==> src/rtl/button_press_classifier.sv <==
// button_press_classifier
//   Classifies a debounced push-button into short press, long press and
//   double click events, plus a level that stays high while a long press
//   is still being held.
//
// Parameters
//   LONG_PRESS_CYCLES  hold time (cycles) that qualifies a long press, >= 2
//   DOUBLE_GAP_CYCLES  max release-to-repress gap (cycles) for a double, >= 2
//
// Ports
//   i_clk        system clock, rising edge
//   i_rst_n      asynchronous active-low reset
//   i_debounced  clean button level, 1 = pressed
//   o_short      one-cycle pulse: single short press completed
//   o_long       one-cycle pulse: press held for LONG_PRESS_CYCLES
//   o_double     one-cycle pulse: second press released inside the gap
//   o_held       level: a qualified long press is still held
module button_press_classifier #(
    parameter int unsigned LONG_PRESS_CYCLES = 50_000_000,
    parameter int unsigned DOUBLE_GAP_CYCLES = 25_000_000
) (
    input  logic i_clk,
    input  logic i_rst_n,
    input  logic i_debounced,
    output logic o_short,
    output logic o_long,
    output logic o_double,
    output logic o_held
);

    localparam int unsigned MAX_CYCLES =
        (LONG_PRESS_CYCLES > DOUBLE_GAP_CYCLES) ? LONG_PRESS_CYCLES : DOUBLE_GAP_CYCLES;
    localparam int unsigned CW = $clog2(MAX_CYCLES + 1);

    localparam logic [CW-1:0] LONG_LAST = CW'(LONG_PRESS_CYCLES - 1);
    localparam logic [CW-1:0] GAP_LAST  = CW'(DOUBLE_GAP_CYCLES - 1);

    typedef enum logic [2:0] {
        IDLE,
        PRESS1,
        WAIT_GAP,
        PRESS2,
        LONG_HELD
    } state_t;

    state_t        state;
    state_t        next_state;
    logic [CW-1:0] count;
    logic          d_q;
    logic          short_nxt;
    logic          long_nxt;
    logic          double_nxt;
    logic          held_nxt;

    // State register, cycle counter, input delay and registered outputs.
    // d_q resets to 1 so a button held through reset is not seen as a press.
    always_ff @(posedge i_clk or negedge i_rst_n) begin
        if (!i_rst_n) begin
            state    <= IDLE;
            count    <= '0;
            d_q      <= 1'b1;
            o_short  <= 1'b0;
            o_long   <= 1'b0;
            o_double <= 1'b0;
            o_held   <= 1'b0;
        end else begin
            state    <= next_state;
            d_q      <= i_debounced;
            if (next_state != state) begin
                count <= '0;
            end else begin
                count <= count + CW'(1);
            end
            o_short  <= short_nxt;
            o_long   <= long_nxt;
            o_double <= double_nxt;
            o_held   <= held_nxt;
        end
    end

    // Next-state logic. Input level is tested before the counter limit so a
    // release/press coinciding with the limit edge takes priority.
    always_comb begin
        next_state = state;
        unique case (state)
            IDLE: begin
                if (i_debounced && !d_q) begin
                    next_state = PRESS1;
                end
            end
            PRESS1: begin
                if (!i_debounced) begin
                    next_state = WAIT_GAP;
                end else if (count == LONG_LAST) begin
                    next_state = LONG_HELD;
                end
            end
            WAIT_GAP: begin
                if (i_debounced) begin
                    next_state = PRESS2;
                end else if (count == GAP_LAST) begin
                    next_state = IDLE;
                end
            end
            PRESS2: begin
                if (!i_debounced) begin
                    next_state = IDLE;
                end
            end
            LONG_HELD: begin
                if (!i_debounced) begin
                    next_state = IDLE;
                end
            end
            default: begin
                next_state = IDLE;
            end
        endcase
    end

    // Output decode from the transition being taken; registered above.
    always_comb begin
        short_nxt  = (state == WAIT_GAP) && (next_state == IDLE);
        long_nxt   = (state == PRESS1)   && (next_state == LONG_HELD);
        double_nxt = (state == PRESS2)   && (next_state == IDLE);
        held_nxt   = (next_state == LONG_HELD);
    end

endmodule

==> config.mk <==
export PLATFORM = sky130hd
export DESIGN_NAME = button_press_classifier
export DESIGN_NICKNAME = d
export VERILOG_FILES = /design/src/rtl/button_press_classifier.sv
export SDC_FILE = /design/constraint.sdc
export NUM_CORES = 1
export LEC_CHECK = 0
export ABC_CLOCK_PERIOD_IN_PS = 3550
export CORE_MARGIN = 2
export CORE_UTILIZATION = 45
export DETAILED_ROUTE_END_ITERATION = 16
export DONT_BUFFER_PORTS = 1
export PLACE_DENSITY = 0.64
export REMOVE_ABC_BUFFERS = 1
export SLEW_MARGIN = 10
export SYNTH_ARGS = -nofsm -noshare
export SYNTH_HDL_FRONTEND = slang
export SYNTH_SLANG_ARGS = --single-unit
==> constraint.sdc <==
create_clock -name i_clk -period 3.55 [get_ports i_clk]
set_clock_uncertainty 0.1 [all_clocks]
set_input_delay 0.8875 -clock i_clk [delete_from_list [all_inputs] [get_ports i_clk]]
set_output_delay 0.8875 -clock i_clk [all_outputs]
set_load 0.005 [all_outputs]
==> metrics <==
buffers inserted by post-CTS timing repair=0; met2 layer wire length in the routed design=1.51 mm; cell area after synthesis=~0.0017 mm2; Warnings, synthesis=0; placeable core area=0.00369 mm2; total buffers and inverters traversed by the critical path=0; reg-to-reg startpoint=count[0]; H-Tree Depth=2; highest cell delay on the worst timing path=~640 ps; wire length of the first global-routing pass=5.44 mm; startpoint kind of the worst setup timing path=flop; Finish-stage setup viols=0; antenna violations before repair=0; Least-Margin Pin Slew=707 ps; global-route total usage across every layer=16.6%; leakage power=0.845 nW; GP Congestion=approximately 0.91; Routed met1 length=1.44 mm; CP max FO=26; Max VDD drop=0.211 mV; vias in the first global route=1,183; area growth from synthesis to final layout=6.51%; setup total negative slack=0 ps; minimum clock period after layout=roughly 2300 ps; Die X=roughly 66 um; storage element area=852 um2; iteration-0 DRC count of the detailed router=98; Final nets=182; count of flip-flops with a built-in enable after synthesis=0; run status=finished clean; DRT Pass-1 Iters=4; overflow left after global routing=0; share of cells above drive strength 1=between 7 and 8%; DR top layer=met4; setup slack of the most critical reg-to-reg path=between 1000 and 1500 ps; min-delay worst type=in2async; detailed-route DRC error count=0; top cells by area in the synthesized netlist=dfrtp_1, xor2_1, nor2_1; cell with the most instances after synthesis=nor2_1; CP max stage cell=o211ai_4; area of the multi-input gates=855 um2; proportion of synthesized chip area in sequential cells=48.7%; highest clock rate=between 400 and 500 MHz; area share of the largest cell type after synthesis=47.2%; RSZ-0062 raised after global routing=no; maximum buffer depth of the clock tree=2; number of rows in the core area=22; worst slack on hold paths=185 ps; filler instances=362; Worst Path Class, Setup=reg2reg; cts bufs inserted=5; pin count of the biggest net entering global routing=35; # resized after CTS=0; CTS root buf=clkbuf_8; series of cell instances along the critical path=ha_1 > nand2_1 > nor2_1 > nand4_2 > o211ai_4 > nor2_1; number of sinks driven by the clock tree=34; MaxCap Viol Count=0; Vias=1,243; FFs w/ async S/R, synth=100%; port buffer count=0; CTS tree=yes; relative slew slack=52.6%; I/O pins=7; post-layout utilization of the core=50.5%; Slew Viols, Final=0; final routed wirelength across all metal layers=3.15 mm; vertical die dimension=around 66 um; cell occurring most often along the worst timing path=nor2_1; number of hold buffers added after CTS=0; most area-hungry cell type in the Yosys netlist=dfrtp_1; Yosys reg bits=34; Clock Latency Late Sink=290 ps; half-perimeter wire length after detailed placement=2.16 mm; number of routed nets with antenna violations=0; final hold violation count=0; # diodes=0; count of mapped cells out of synthesis=174; family with the most delay on the worst path=simple AND/OR/NAND/NOR gates; wire length on met3=121 um; reg-to-reg endpoint=count[10]; data arrival time of the critical path=2360 ps; count of cell types in the netlist=36; Clk pin slew, worst setup/hold paths=around 70 ps; power density over the cells=418 mW/mm2; r2r worst-path depth=6; mean cell area of the mapped netlist=10.0 um2; final worst-path cycle share=65.5%; CP required=between 3000 and 4000 ps; average via count per standard cell=5.48; nature of the critical path endpoint=flop; most common library cells after synthesis=nor2_1, dfrtp_1, xor2_1; top flip-flop cell by instance count after synthesis=dfrtp_1; WL/cell=13.9 um; die area=between 0.004 and 0.005 mm2; starting density of the core=47.4%
-- worst reg2reg max path, cell delays in order (launching register included) --
cell and delay, ps:
dfrtp_1 400, ha_1 250, nand2_1 150, nor2_1 300, nand4_2 210, o211ai_4 640
nor2_1 130
-- cells by family after synthesis --
| family | share of synthesized area [%] |
|---|---|
| compound gates | 4.15 |
| xor+xnor | 12.0 |
| fa+ha+maj | 0.716 |
| buf+inv | 2.36 |
| flops | 48.7 |
| mux | 1.79 |
| simple gates | 30.2 |
-- state kept, by name, summed over array words and instances, names as in the netlist --
register  count
d_q           1
o_short       1
o_long        1
state         3
count        26
o_held        1
o_double      1
-- cell usage in the layout (no fill, tap or decap), drive strengths merged, types with 5 or more instances in the layout --
| cell type | count |
|---|---|
| nor2 | 34 |
| nand2 | 13 |
| dfrtp | 33 |
| nand4 | 7 |
| clkbuf | 8 |
| xor2 | 17 |
| nand3 | 12 |
| and3 | 5 |
| nor4 | 5 |
| xnor2 | 7 |
-- routing by layer --
layer	vias to the layer above	global-route usage [%]
met5	-	0
met4	0	8.42
met3	7	4.09
met2	18	26.3
met1	614	21.1
li1	604	-
-- report_power, final --
group          internal (mW)  total, mW  switching [mW]
logic                 0.0265     0.0721          0.0457
registers              0.409      0.435          0.0265
clock network          0.139      0.270           0.131
-- stage by stage --
step                      instance area (um2)  total power [mW]  setup WS (ps)  cells
final                                    1860             0.778           1230    227
after detailed placement                 1780             0.513           1230    219
after floorplan                          1720             0.494           1590    171
after CTS                                1860             0.787           1220    227
after global placement                   1780             0.509           1310    219
after global routing                     1860             0.816           1050    227
-- final cells by class --
class / instances / share of cell area, %
Inverter: 4 / 0.806
Clock buffer: 8 / 4.30
Sequential cell: 34 / 45.8
Multi-Input combinational cell: 133 / 45.9
Tap cell: 48 / 3.23
-- how the worst max path moves through the flow --
stage	from	to	slack, ps	depth (start not counted)
2_1_floorplan	count[18]	count[10]	1590	5
3_3_place_gp	count[18]	count[10]	1310	5
3_5_place_dp	count[0]	count[21]	1230	6
4_1_cts	count[0]	count[10]	1220	6
5_1_grt	count[0]	count[9]	1050	6
6_report	count[0]	count[10]	1230	6
(Power assumes the default switching activity.)
